[src/rtl/mat_interleave_tx.sv]
// Holds two DIM x DIM matrices and streams them element-interleaved (A0,B0,A1,B1,...) on an AXI-Stream master.
// When DIM*DIM is a power of two, the write address carries one extra bit so that out-of-range indices can be represented.
module mat_interleave_tx #(
  parameter  int DIM    = 2,
  parameter  int DATA_W = 8,
  localparam int N      = DIM * DIM,
  localparam int AW     = $clog2(N + 1),
  localparam int KW     = (N > 1) ? $clog2(N) : 1
) (
  input  logic              i_clk,
  input  logic              i_rst_n,
  input  logic              i_clk_e,
  input  logic              i_wr_en,
  input  logic              i_wr_sel,
  input  logic [AW-1:0]     i_wr_addr,
  input  logic [DATA_W-1:0] i_wr_data,
  input  logic              i_start,
  output logic              o_busy,
  output logic              o_done,
  output logic [DATA_W-1:0] m_axis_data,
  output logic              m_axis_valid,
  input  logic              m_axis_ready,
  output logic              m_axis_last
);

  typedef enum logic [1:0] {IDLE = 2'd0, SEND_A = 2'd1, SEND_B = 2'd2, DONE = 2'd3} state_t;

  localparam logic [AW-1:0] N_ADDR = AW'(N);
  localparam logic [KW-1:0] K_LAST = KW'(N - 1);

  state_t              state_q, state_d;
  logic [KW-1:0]       k_q, k_d;
  logic [DATA_W-1:0]   a_q [N];
  logic [DATA_W-1:0]   a_d [N];
  logic [DATA_W-1:0]   b_q [N];
  logic [DATA_W-1:0]   b_d [N];
  logic [DATA_W-1:0]   data_q, data_d;
  logic                valid_q, valid_d;
  logic                last_q, last_d;
  logic                busy_q, busy_d;
  logic                done_q, done_d;
  logic                xfer_s;
  logic [KW-1:0]       wr_idx_s;

  assign xfer_s   = valid_q & m_axis_ready;
  assign wr_idx_s = i_wr_addr[KW-1:0];

  // Next-state logic: buffer writes, FSM sequencing and registered stream outputs
  always_comb begin
    state_d = state_q;
    k_d     = k_q;
    a_d     = a_q;
    b_d     = b_q;
    data_d  = data_q;
    valid_d = valid_q;
    last_d  = last_q;
    busy_d  = busy_q;
    done_d  = 1'b0;
    case (state_q)
      IDLE: begin
        if (i_wr_en && (i_wr_addr < N_ADDR)) begin
          if (i_wr_sel) b_d[wr_idx_s] = i_wr_data;
          else          a_d[wr_idx_s] = i_wr_data;
        end else begin
          a_d = a_q;
        end
        // a_d already holds a coincident write, so the first byte reflects it
        if (i_start) begin
          state_d = SEND_A;
          k_d     = '0;
          data_d  = a_d[0];
          valid_d = 1'b1;
          last_d  = 1'b0;
          busy_d  = 1'b1;
        end else begin
          state_d = IDLE;
        end
      end
      SEND_A: begin
        if (xfer_s) begin
          state_d = SEND_B;
          data_d  = b_q[k_q];
          last_d  = (k_q == K_LAST);
        end else begin
          state_d = SEND_A;
        end
      end
      SEND_B: begin
        if (xfer_s && (k_q == K_LAST)) begin
          state_d = DONE;
          valid_d = 1'b0;
          last_d  = 1'b0;
          busy_d  = 1'b0;
          done_d  = 1'b1;
        end else if (xfer_s) begin
          state_d = SEND_A;
          k_d     = k_q + KW'(1);
          data_d  = a_q[k_q + KW'(1)];
          last_d  = 1'b0;
        end else begin
          state_d = SEND_B;
        end
      end
      DONE: begin
        state_d = IDLE;
        k_d     = '0;
      end
      default: begin
        state_d = IDLE;
        k_d     = '0;
        valid_d = 1'b0;
        last_d  = 1'b0;
        busy_d  = 1'b0;
      end
    endcase
  end

  // State register; everything holds on edges without clock enable
  always_ff @(posedge i_clk or negedge i_rst_n) begin
    if (!i_rst_n) begin
      state_q <= IDLE;
      k_q     <= '0;
      a_q     <= '{default: '0};
      b_q     <= '{default: '0};
      data_q  <= '0;
      valid_q <= 1'b0;
      last_q  <= 1'b0;
      busy_q  <= 1'b0;
      done_q  <= 1'b0;
    end else if (i_clk_e) begin
      state_q <= state_d;
      k_q     <= k_d;
      a_q     <= a_d;
      b_q     <= b_d;
      data_q  <= data_d;
      valid_q <= valid_d;
      last_q  <= last_d;
      busy_q  <= busy_d;
      done_q  <= done_d;
    end
  end

  assign m_axis_data  = data_q;
  assign m_axis_valid = valid_q;
  assign m_axis_last  = last_q;
  assign o_busy       = busy_q;
  assign o_done       = done_q;

endmodule
[config.mk]
export PLATFORM = sky130hd
export DESIGN_NAME = mat_interleave_tx
export DESIGN_NICKNAME = d
export VERILOG_FILES = /design/src/rtl/mat_interleave_tx.sv
export SDC_FILE = /design/constraint.sdc
export NUM_CORES = 1
export LEC_CHECK = 0
export BUFFER_PORTS_ARGS = -buffer_cell sky130_fd_sc_hd__buf_4
export CORE_MARGIN = 2
export CORE_UTILIZATION = 50
export DETAILED_ROUTE_END_ITERATION = 10
export PLACE_DENSITY = 0.68
export SYNTH_ARGS = -nofsm -noshare
export SYNTH_HDL_FRONTEND = slang
export SYNTH_SLANG_ARGS = --single-unit
[constraint.sdc]
create_clock -name i_clk -period 4.9 [get_ports i_clk]
set_input_delay 0 -clock i_clk [delete_from_list [all_inputs] [get_ports i_clk]]
set_output_delay 0 -clock i_clk [all_outputs]
set_load 0.05 [all_outputs]
== Word level (Yosys, flattened, before mapping) ==
Index checks and enable logic that the tools add are counted.

* Latch bits: 0
* Input port bits: 18
* Memories kept: 0
* RAM bits: 0
* ROM bits: 0
* Output and inout bits: 12
* Bits in registers: 79
* Word-level logic and storage cells: 85

* Reduce and logical (&&, ||, !) cells: 14
* Div/mod/pow operators: 0
* Add/subtract/negate cells: 1
* Muxes and demuxes: 36
* Magnitude comparators: 5
* Multipliers: 0
* Shift operators: 0
* Bitwise gates (word level): 5
* Eq/ne operators: 10

{| class="wikitable"
|+ Operators by type and width
! cell !! count
|-
| 2-to-1 mux 8 bit || 9
|-
| bitwise mux 32 bit || 2
|-
| 2-to-1 mux 32 bit || 2
|-
| binary-select mux 8 bit (select 2 bit) || 2
|-
| case mux 8 bit (3 select lines) || 1
|-
| demux 8 bit (select 2 bit) || 1
|-
| 2-to-1 mux 2 bit || 6
|-
| AND reduction 4 bit || 3
|-
| inequality test 2 bit (second input constant) || 5
|-
| AND reduction 5 bit || 2
|-
| >= comparator 3 bit (second input constant) || 3
|-
| 2-to-1 mux 1 bit || 9
|-
| NOT 2 -> 3 bit || 3
|-
| case mux 2 bit (4 select lines) || 1
|-
| equality test 2 bit (second input constant) || 3
|-
| case mux 2 bit (3 select lines) || 1
|-
| AND reduction 6 bit || 1
|-
| nonzero test 3 bit || 2
|-
| logical AND 1 bit || 3
|-
| less-than comparator 3 x 1 -> 1 bit (second input constant) || 1
|-
| less-than comparator 3 bit (second input constant) || 1
|-
| inequality test 3 bit (second input constant) || 1
|-
| case mux 1 bit (3 select lines) || 1
|-
| adder 2 x 1 -> 2 bit (second input constant) || 1
|-
| 7 further kinds || 7
|}

== Logic depth before layout (Yosys ltp) ==
Gate-level depths: netlist of run 1.

* Depth after elaboration: 10
* Gate-level depth with buffers: 7
* Depth with buffers taken out: 6

== Worst setup path before layout of run 1 ==
No wires, ideal clock.

* Kind: flip-flop to flip-flop
* Start point: register state_q[0]
* End point: register a_q[10] (netlist bit)
* Data arrival time: 2.098 ns
* Period minus slack after synthesis: 2.222 ns
* Required time: 4.775 ns
* Setup time: 0.125 ns
* Setup slack: 2.678 ns
* Stages on the path, launching flop included: 8
* Buffers on the path: 1
* Path through: dfrtp_1 -> inv_1 -> ha_1 -> nand2_2 -> or4_1 -> buf_2 -> nor3b_4 -> mux2_2

* Word-level cells in the longest chain between the ends: 2

{| class="wikitable"
|+ Ends and longest elaborated chain
! element !! line !! source
|-
| start: declaration || 31 || <nowiki>state_t state_q, state_d;</nowiki>
|-
| start signal: assignment || 131 || <nowiki>state_q <= state_d;</nowiki>
|-
| logical NOT 2 bit || 59 || <nowiki>case (state_q)</nowiki>
|-
| AND reduction 4 bit (no line) || -- ||
|-
| end signal: assignment || 123 || <nowiki>a_q <= '{default: '0};</nowiki>
|-
| end signal: assignment || 133 || <nowiki>a_q <= a_d;</nowiki>
|-
| end: declaration || 33 || <nowiki>logic [DATA_W-1:0] a_q [N];</nowiki>
|}

Every way passes these cells.
A chain may end at the register's enable or synchronous reset.

== Final worst setup path of run 1 ==
* Start point: register state_q[0]
* End point: register a_q[12] (netlist bit)

The elaborated chain is that of the path after synthesis.

==> results.ini, run 1 <==
[drt]
drc = 0
ant_nets = 0
num_vias = 2585
routed_wl_um = 8677
first_iter_violations = 164
avgViaCountPerCell = 5.929
detail_route.first_pass.iterations = 4
wl_per_cell_um = 19.90

[die]
dieArea_mm2 = 0.008452
start_util_pct = 50.82
die_w_um = 91.94
core_mm2 = 0.007607
die_h_um = 91.94
rows = 32
pin_count = 30

[run]
cap_viol_max_count = 0

[synth]
synth_compound_area_share_pct = 8.673
synth_top_family_by_area = multiplexers
synth.distinct_cells = 41
synthAdderAreaFrac_pct = 1.942
synth-xor-area-share_pct = 0
synth_cells = 292
synthSimpleGateAreaFrac_pct = 8.317
synth_fp_nets = 316
avgSynthCellArea_um2 = 13.24
synthMuxAreaShare_pct = 27.44
yosysSeqAreaShare_pct = 51.13
ys_warn_count = 0
synth_seq_cells = 79
syn_area_mm2 = 0.003866

[layout]
multi_input_area_mm2 = 0.001793
fill_cells = 630
register_area_mm2 = 0.001977
final_common_cell = dfrtp_1
antenna_cells = 0
area_delta_synth_final_pct = 15.40
final_cell_mix = dfrtp_1 (79), mux2_2 (64), buf_4 (30)
drive_above_1_share_pct = 36.83
final_nets = 353

[setup_path]
max_stage_delay_ns = 0.56
path_max_fanout = 8
cp-start-kind = register
arrival_ns = 2.79
critical_path_class = register to register
worst_setup_path_end_kind = register
worstPathCellList = inv_1 > ha_1 > nand2_2 > or4_1 > nor3b_4 > mux2_2
cpMaxStageDelayCell = or4_1
crit_required_ns = 5.13

[clock_network]
tritoncts = built
cts-root-buf = clkbuf_8
cts_setup_buffers = 0
worstSkewPairLatency_ns = 0.35
cts.sinks = 79
numCtsBuffers = 9
cts_buffer_depth = 2
htreeDepth = 3
clk_pin_slew_worst_paths_ns = 0.08

[sta]
fin_skew_ns = 0.007184
final-hold-violation-count = 0
timing.final.max_slew_violations = 0
fmax_ghz = 0.3910
post-route-period-util_pct = 52.19
slew_headroom_pct = 34.51
rsz0062_at_grt = no
tns_ns = 0
setup_viol = 0
finalCriticalPeriod_ns = 2.557
worst_pin_slew_ns = 0.9824

[pwr]
p_sw_share_pct = 35.20
seqPwrFrac_pct = 42.7
vdd_drop_max_v = 0.0002502
power.switching_mw = 0.7781
combPwrFrac_pct = 36.0
clkPwrFrac_pct = 21.4
p_per_area_mw_per_mm2 = 495.4
total_power_mw = 2.210
leakagePower_nw = 1.969
p_int_mw = 1.432

[placement]
gp_congestion = 0.8305
portBuffers = 29
place_hpwl_um = 5678

[global_route]
grt_pass1_wl_um = 14390
grt_busiest_layer = met2
grt_max_degree = 80
grtUsageMet1_pct = 30.02
antenna_found_initial = 0
grtUsageTotal_pct = 22.56
use_met3_pct = 5.834
grt_pass1_vias = 2743
grt-ovfl-total = 0
use_met2_pct = 35.91

[run_status]
status = complete, no violations

[min_path]
min_path_type = input port to register

[routing by layer]
| layer | vias up | part of all wire (%) | routed length [um] |
|---|---|---|---|
| met5 | - | 0 | 0 |
| li1 | 1184 | - | - |
| met4 | 0 | 1.6 | 136 |
| met1 | 1325 | 44 | 3831 |
| met3 | 10 | 4.8 | 418 |
| met2 | 66 | 49 | 4290 |
[metrics by stage]
stage	area (um^2)	hold slack [ns]	setup WS, ns	utilization, %	cells
floorplan	3866	-0.2956	2.678	-	292
global placement	4141	0.2299	2.381	54.44	407
detailed placement	4141	0.2258	2.360	54.44	407
CTS	4462	0.1301	2.331	58.65	436
global route	4462	0.1442	2.198	58.65	436
finish	4462	0.1408	2.343	58.65	436
[cell families after synthesis]
group / after synthesis
compound gates: 48
buf+inv: 22
mux: 88
fa+ha+maj: 6
simple gates: 49
flops: 79
[critical path: cells and delay by family (launching register included)]
family	cells	cell delay, ns
DFF	1	0.41
muxes	1	0.39
and+or+nand+nor	3	1.23
buffers and inverters	1	0.12
adders and majority gates	1	0.27
[cell type report]
cell class | instances | share of cell area (%)
sequential | 79 | 44.31
tap | 102 | 2.860
multi-input combinational | 191 | 40.19
clock buffer | 11 | 2.944
inverter | 5 | 0.4206
timing repair buffer | 43 | 7.964
clock inverter | 5 | 1.318
[power groups by stage]
stage | registers, mW | logic (mW) | clock network [mW]
global route | 0.965 | 0.879 | 0.513
global placement | 0.950 | 0.777 | 0
detailed placement | 0.957 | 0.790 | 0
finish | 0.943 | 0.795 | 0.472
floorplan | 1.01 | 0.512 | 0
CTS | 0.945 | 0.798 | 0.482
[sequential cells by signal (all words and copies together), names as in the netlist]
name         cells
b_q             32
o_done           1
a_q             32
o_busy           1
m_axis_last      1
state_q          2
m_axis_data      8
k_q              2
[timing repair]
| item | 4_1_cts | 5_1_grt |
|---|---|---|
| setup endpoints to repair | 0 | 0 |
| resized for setup | 0 | 0 |
| hold buffers | 13 | 0 |
| endpoints found under the hold margin | 147 | 0 |
[path summary, 6_finish.rpt]
kind	from	to	slack [ns]	cells past startpoint
max	state_q[0]	a_q[12]	2.34	6
min	i_wr_addr[0]	a_q[9]	0.14	3
max reg2reg	state_q[0]	a_q[12]	2.34	6
min reg2reg	a_q[12]	a_q[12]	0.51	1
max in group asynchronous	i_rst_n	a_q[3]	3.92	2
min in group asynchronous	i_rst_n	b_q[7]	0.35	2
[cells in the mapped netlist (all sizes together)]
master / instances / area share, %
clkbuf: 6 / 0.61
a22o: 3 / 0.68
nor4b: 1 / 0.39
buf: 11 / 1.4
a31oi: 1 / 0.16
o221ai: 8 / 1.8
o22ai: 2 / 0.32
or4: 1 / 0.19
mux2i: 16 / 4.1
dfrtp: 79 / 51
or4b: 1 / 0.26
a21boi: 1 / 0.19
a21oi: 8 / 1.0
o21ai: 12 / 1.6
ha: 6 / 1.9
nor3: 16 / 2.1
a311o: 1 / 0.26
nand4: 1 / 0.16
inv: 5 / 0.49
nand3: 3 / 0.39
a32oi: 1 / 0.23
a21o: 1 / 0.19
nor3b: 2 / 0.97
nand4bb: 1 / 0.29
nor2: 4 / 0.87
o21a: 1 / 0.19
o2bb2ai: 1 / 0.23
mux4: 8 / 4.7
mux2: 64 / 19
or2: 2 / 0.32
nand3b: 5 / 0.97
o41ai: 8 / 1.8
nand2: 9 / 0.94
nand2b: 3 / 0.49
Note: power is estimated with default switching activity, not from simulation.
==> run 2: changes to the inputs <==
Settings changed: ABC_AREA from default to 1.
Clock period 4.9 ns to 2.4 ns, I/O delays scaled along.
==> run 2 against run 1 <==
Against the previous run:
- routed wire length is 11% higher
- non-clock buffer count is 2 higher
- setup slack worse by 1.9 ns
- combinational power grew to 2.6 times the previous value
- global-route usage is 1.9 points higher
- cell count is 42% higher
- clock power is 120% higher
- largest power group unchanged
==> results.ini, run 2 <==
[run_status]
status = complete, no violations  ; unchanged

[sta]
rsz0062_at_grt = no  ; unchanged
fin_skew_ns = 0.009560  ; was 0.007184 ns
timing.hold.ws_ns = 0.004181  ; was 0.1408 ns
timing.final.max_slew_violations = 0  ; unchanged
finalCriticalPeriod_ns = 1.964  ; was 2.557 ns
setup_viol = 0  ; unchanged
worst_pin_slew_ns = 0.9796  ; was 0.9824 ns
fmax_ghz = 0.5091  ; was 0.3910 GHz
tns_ns = 0  ; unchanged
slew_headroom_pct = 34.69  ; was 34.51%
post-route-period-util_pct = 81.85  ; was 52.19%
final-hold-violation-count = 0  ; unchanged

[synth]
yosysTopAreaCell = dfrtp_1  ; unchanged
ys_warn_count = 0  ; unchanged
async_flop_share_pct = 100.0  ; unchanged
synth_common_cells = nand2_1 (155), dfrtp_1 (79), nand3_1 (75)  ; was dfrtp_1 (79), mux2_2 (64), mux2i_1 (16), nor3_1 (16), o21ai_0 (12)
synthAdderAreaFrac_pct = 1.924  ; was 1.942%
synth.distinct_cells = 30  ; was 41
synth-xor-area-share_pct = 0  ; unchanged
netlist.area_leader.share_pct = 50.66  ; was 51.13%
synthFlopType = dfrtp_1  ; unchanged
synthMuxAreaShare_pct = 0  ; was 27.44%
yosysSeqAreaShare_pct = 50.66  ; was 51.13%
synth_cells = 478  ; was 292
synth_top_family_by_area = simple AND/OR/NAND/NOR gates  ; was multiplexers
avgSynthCellArea_um2 = 8.164  ; was 13.24 um^2
syn_area_mm2 = 0.003902  ; was 0.003866 mm^2
synth.area.top_cells = dfrtp_1 (51%), nand2_1 (15%), nand3_1 (9.6%)  ; was dfrtp_1 (51%), mux2_2 (19%), mux4_2 (4.7%)
synth_fp_nets = 502  ; was 316
synth_compound_area_share_pct = 11.19  ; was 8.673%
synth_most_common_cell = nand2_1  ; was dfrtp_1
synth_seq_cells = 79  ; unchanged
synthSimpleGateAreaFrac_pct = 29.72  ; was 8.317%
synth_edf_count = 0  ; unchanged

[setup_path]
critical_path_class = register to register  ; unchanged
arrival_ns = 2.18  ; was 2.79 ns
crit_required_ns = 2.62  ; was 5.13 ns
path_max_fanout = 16  ; was 8
cp-start-kind = register  ; unchanged
worst_setup_path_end_kind = register  ; unchanged

[clock_network]
cts_resized = 0  ; unchanged
cts_setup_buffers = 0  ; unchanged
numCtsBuffers = 9  ; unchanged
worstSkewPairLatency_ns = 0.35  ; about the same
cts.sinks = 79  ; unchanged
cts_hold_buffers = 11  ; was 13
cts_buffer_depth = 2  ; unchanged
clk_pin_slew_worst_paths_ns = 0.09  ; was 0.08 ns
tritoncts = built  ; unchanged
htreeDepth = 3  ; unchanged
cts-root-buf = clkbuf_8  ; unchanged

[layout]
final_nets = 537  ; was 353
final_cell_mix = nand2_1 (155), dfrtp_1 (79), nand3_1 (75)  ; was dfrtp_1 (79), mux2_2 (64), buf_4 (30)
antenna_cells = 0  ; unchanged
fill_cells = 715  ; was 630
drive_above_1_share_pct = 13.71  ; was 36.83%
area_delta_synth_final_pct = 14.27  ; was 15.40%
utilization_pct = 58.31  ; was 58.65%
final_common_cell = nand2_1  ; was dfrtp_1

[global_route]
antenna_found_initial = 0  ; unchanged
grt_max_degree = 80  ; unchanged
grt_pass1_wl_um = 16200  ; was 14390 um
grtUsageTotal_pct = 24.44  ; was 22.56%
grt_pass1_vias = 3165  ; was 2743
grt-ovfl-total = 0  ; unchanged

[placement]
portBuffers = 29  ; unchanged
gp_congestion = 0.8682  ; was 0.8305
place_hpwl_um = 6785  ; was 5678 um

[die]
dieArea_mm2 = 0.008528  ; was 0.008452 mm^2
die_h_um = 92.35  ; was 91.94 um
pin_count = 30  ; unchanged
die_w_um = 92.35  ; was 91.94 um
start_util_pct = 51.03  ; was 50.82%
rows = 32  ; unchanged
core_mm2 = 0.007647  ; was 0.007607 mm^2

[pwr]
p_sw_share_pct = 42.26  ; was 35.20%
clkPwrFrac_pct = 19.9  ; was 21.4%
p_int_mw = 2.973  ; was 1.432 mW
combPwrFrac_pct = 39.7  ; was 36.0%
vdd_drop_max_v = 0.0004356  ; was 0.0002502 V
seqPwrFrac_pct = 40.4  ; was 42.7%
power.switching_mw = 2.175  ; was 0.7781 mW
leakagePower_nw = 2.113  ; was 1.969 nW
total_power_mw = 5.148  ; was 2.210 mW
p_per_area_mw_per_mm2 = 1154  ; was 495.4 mW/mm^2

[drt]
avgViaCountPerCell = 5.437  ; was 5.929
wl_per_cell_um = 15.51  ; was 19.90 um
num_vias = 3371  ; was 2585
drc = 0  ; unchanged
detail_route.first_pass.iterations = 6  ; was 4
ant_nets = 0  ; unchanged
first_iter_violations = 336  ; was 164
routed_wl_um = 9614  ; was 8677 um

[min_path]
min_path_type = input port to register  ; unchanged

[run]
cap_viol_max_count = 0  ; unchanged

## run 2: power groups by stage
stage	Sequential [mW]	Clock, mW	Combinational (mW)
finish	2.08	1.02	2.05
floorplan	2.21	0	1.29
global placement	2.09	0	2.00
detailed placement	2.10	0	2.01
CTS	2.07	1.03	2.04
global route	2.13	1.09	2.30
## run 2: metal layers
layer | global-route usage (%) | up-vias | share of wire, %
li1 | - | 1658 | -
met1 | 36.57 | 1581 | 48
met2 | 35.16 | 111 | 43
met3 | 3.824 | 21 | 5.8
met4 | 10.82 | 0 | 2.7
met5 | 0 | - | 0
## run 2: cells by family after synthesis
logic type / count (synthesis)
AO/OA/AOI/OAI: 78
AND/OR/NAND/NOR: 264
adder cells (fa/ha/maj): 6
buffers and inverters: 51
flip-flops: 79
## run 2: critical path, stage by stage, from the launching register on
cell     delay (ns)
dfrtp_1        0.41
inv_1          0.13
ha_1           0.25
nand2_1        0.16
nor3_2         0.31
nand2_1        0.36
nand2_1        0.14
o21ai_0        0.09
## run 2: area by class of cell
cell class	count	area, um^2	area share [%]
multi-input cells	348	1672	37.49
flip-flops and latches	79	1977	44.33
repair buffers	45	365.4	8.193
well taps	102	127.6	2.862
clock inverters	7	80.08	1.796
inverters	30	113.9	2.553
clock buffers	9	123.9	2.778
## run 2: through the flow
step	std cells	setup slack, ns	area (um^2)
global placement	593	0.4915	4145
detailed placement	593	0.4627	4145
CTS	620	0.4577	4459
global route	620	0.1607	4459
finish	620	0.4356	4459
floorplan	478	0.7364	3902
## run 2: worst paths after layout
kind                       slack [ns]       to         start  depth (start not counted)
setup / recovery                 0.44  a_q[16]    state_q[0]                          7
hold / removal                  0.004  a_q[28]  i_wr_addr[2]                          4
setup reg to reg                 0.44  a_q[16]    state_q[0]                          7
hold reg to reg                  0.48   o_done        o_done                          2
max in group asynchronous        1.43  a_q[19]       i_rst_n                          2
min in group asynchronous        0.36  b_q[15]       i_rst_n                          2
==> run 3: changes to the inputs <==
Settings changed: ABC_AREA 1 to 0.
Clock period 2.4 ns to 1.96 ns, I/O delays scaled along.
==> run 3 against run 2 <==
Against the previous run:
- largest cell class unchanged
- the flow now finishes with violations (negative setup slack)
- die area down 0.89%
- worst hold slack better by 0.023 ns
- fmax down 0.19%
- largest power group unchanged
==> results.ini, run 3 (same netlist as run 1, synthesis figures left out) <==
[global_route]
grt_max_degree = 49  ; was 80
grtUsageTotal_pct = 24.11  ; was 24.44%
grt-ovfl-total = 0  ; unchanged
grt_pass1_vias = 2884  ; was 3165
antenna_found_initial = 0  ; unchanged
grt_pass1_wl_um = 15280  ; was 16200 um

[clock_network]
cts_buffer_depth = 2  ; unchanged
cts-root-buf = clkbuf_8  ; unchanged
worstSkewPairLatency_ns = 0.35  ; about the same
clk_pin_slew_worst_paths_ns = 0.08  ; was 0.09 ns
htreeDepth = 3  ; unchanged
tritoncts = built  ; unchanged
numCtsBuffers = 9  ; unchanged
cts.sinks = 79  ; unchanged

[setup_path]
worst_setup_path_end_kind = register  ; unchanged
cp-start-kind = register  ; unchanged
critical_path_class = register to register  ; unchanged
path_buf_inv = 2  ; was 1
max_stage_delay_ns = 0.47  ; was 0.41 ns
crit_required_ns = 2.20  ; was 2.62 ns
crit_family = simple AND/OR/NAND/NOR gates  ; unchanged
worstPathCellList = inv_2 > ha_4 > nand2_4 > or4_4 > nor3b_4 > buf_4 > mux2_2  ; was inv_1 > ha_1 > nand2_1 > nor3_2 > nand2_1 > nand2_1 > o21ai_0
cpMaxStageDelayCell = or4_4  ; was dfrtp_1
path_max_fanout = 3  ; was 16
arrival_ns = 2.21  ; was 2.18 ns

[drt]
drc = 0  ; unchanged
wl_per_cell_um = 19.94  ; was 15.51 um
met1_length_um = 4106  ; was 4655 um
met3_length_um = 703  ; was 562 um
first_iter_violations = 169  ; was 336
dr_wl_met2_um = 4423  ; was 4136 um
highest_layer = met4  ; unchanged
num_vias = 2770  ; was 3371
ant_nets = 0  ; unchanged
detail_route.first_pass.iterations = 4  ; was 6
routed_wl_um = 9333  ; was 9614 um
avgViaCountPerCell = 5.919  ; was 5.437

[layout]
final_nets = 385  ; was 537
final_common_cell = dfrtp_1  ; was nand2_1
final_cell_mix = dfrtp_1 (78), mux2_2 (58), buf_4 (55)  ; was nand2_1 (155), dfrtp_1 (79), nand3_1 (75)
area_delta_synth_final_pct = 24.98  ; was 14.27%
final_area_mm2 = 0.004832  ; was 0.004459 mm^2
drive_above_1_share_pct = 45.08  ; was 13.71%
antenna_cells = 0  ; unchanged
instances_no_fill = 468  ; was 620

[run_status]
status = finished, violations left  ; was complete, no violations
violations = negative setup slack

[min_path]
min_path_type = input port to register  ; unchanged

[die]
die_w_um = 91.94  ; was 92.35 um
start_util_pct = 50.82  ; was 51.03%
pin_count = 30  ; unchanged
die_h_um = 91.94  ; was 92.35 um
dieArea_mm2 = 0.008452  ; was 0.008528 mm^2
core_mm2 = 0.007607  ; was 0.007647 mm^2
rows = 32  ; unchanged

[pwr]
leakagePower_nw = 2.186  ; was 2.113 nW
vdd_drop_max_v = 0.0006835  ; was 0.0004356 V
p_per_area_mw_per_mm2 = 1222  ; was 1154 mW/mm^2
total_power_mw = 5.903  ; was 5.148 mW

[sta]
fmax_ghz = 0.5081  ; was 0.5091 GHz
post-route-period-util_pct = 100.4  ; was 81.85%
slew_headroom_pct = 59.10  ; was 34.69%
fin_skew_ns = 0.008553  ; was 0.009560 ns
setup_viol = 5  ; was 0
timing.final.max_slew_violations = 0  ; unchanged
worst_pin_slew_ns = 0.6135  ; was 0.9796 ns
finalCriticalPeriod_ns = 1.968  ; was 1.964 ns
final-hold-violation-count = 0  ; unchanged
worst_slack_ns = -0.008209  ; was 0.4356 ns
rsz0062_at_grt = yes  ; was no

[placement]
place_ws_ns = -0.07025  ; was 0.4627 ns
placedCellCount = 437  ; was 593
placed_area_mm2 = 0.004422  ; was 0.004145 mm^2
portBuffers = 29  ; unchanged
place_hpwl_um = 6259  ; was 6785 um
gp_congestion = 0.8775  ; was 0.8682

[run]
cap_viol_max_count = 0  ; unchanged

run 3: cell types whose count changed in the layout (fill, tap and decap cells not counted), sizes merged, moves of 13 or more:
cell   before  now
mux2i       0   16
mux2        0   64
nor2       17    4
buf        34   62
nand3      76    3
nor3        2   16
o21ai      59   12
nand2     159    9
inv        31    5
run 3: final timing paths:
check                      cells after the start  startpoint  endpoint  slack [ns]
setup / recovery                               7  state_q[1]   a_q[20]      -0.008
hold / removal                                 3     i_clk_e    o_busy        0.03
setup reg to reg                               7  state_q[1]   a_q[20]      -0.008
hold reg to reg                                1      b_q[8]    b_q[8]        0.51
max in group asynchronous                      3     i_rst_n   b_q[21]        1.10
min in group asynchronous                      2     i_rst_n    a_q[7]        0.20
run 3: what timing repair did:
item,in CTS,in global routing
endpoints found under the setup margin,17,64
buffers inserted,1,1
endpoints found under the hold margin,113,0
pin swaps,0,3
resized for setup,4,10
hold buffers,13,0
run 3: through the flow:
stage | util [%] | hold WS [ns] | TNS (ns)
2_1_floorplan | - | -0.2956 | -2.903
3_3_place_gp | 58.13 | 0.05005 | 0
3_5_place_dp | 58.13 | 0.05560 | -0.1915
4_1_cts | 62.83 | 0.006428 | -0.1476
5_1_grt | 63.52 | 0.02862 | -1.856
6_report | 63.52 | 0.02710 | -0.02622
run 3: where the power goes:
group          switching, mW  internal (mW)  leakage, nW
Clock                  0.594          0.616       0.0981
Combinational           1.18           1.14         1.05
Sequential             0.263           2.10         1.04
Total                   2.04           3.86         2.19
run 3: final cells by class:
class                      instances  area, um^2
clock buffer                      10       137.6
clock inverter                     6       60.06
fill                             608        2775
inverter                           5       18.77
multi-input combinational        191        1871
sequential                        79        1978
tap                              102       127.6
timing repair buffer              75       639.4
run 3: worst reg2reg max path: stages, from the launching register on:
cell	delay, ns
dfrtp_1	0.40
inv_2	0.09
ha_4	0.15
nand2_4	0.05
or4_4	0.47
nor3b_4	0.22
buf_4	0.16
mux2_2	0.32
run 3: metal layers:
metal | vias to the layer above | GRT usage [%]
met5 | - | 0
met4 | 0 | 8.955
met3 | 7 | 5.423
met1 | 1423 | 33.48
li1 | 1250 | -
met2 | 90 | 37.38
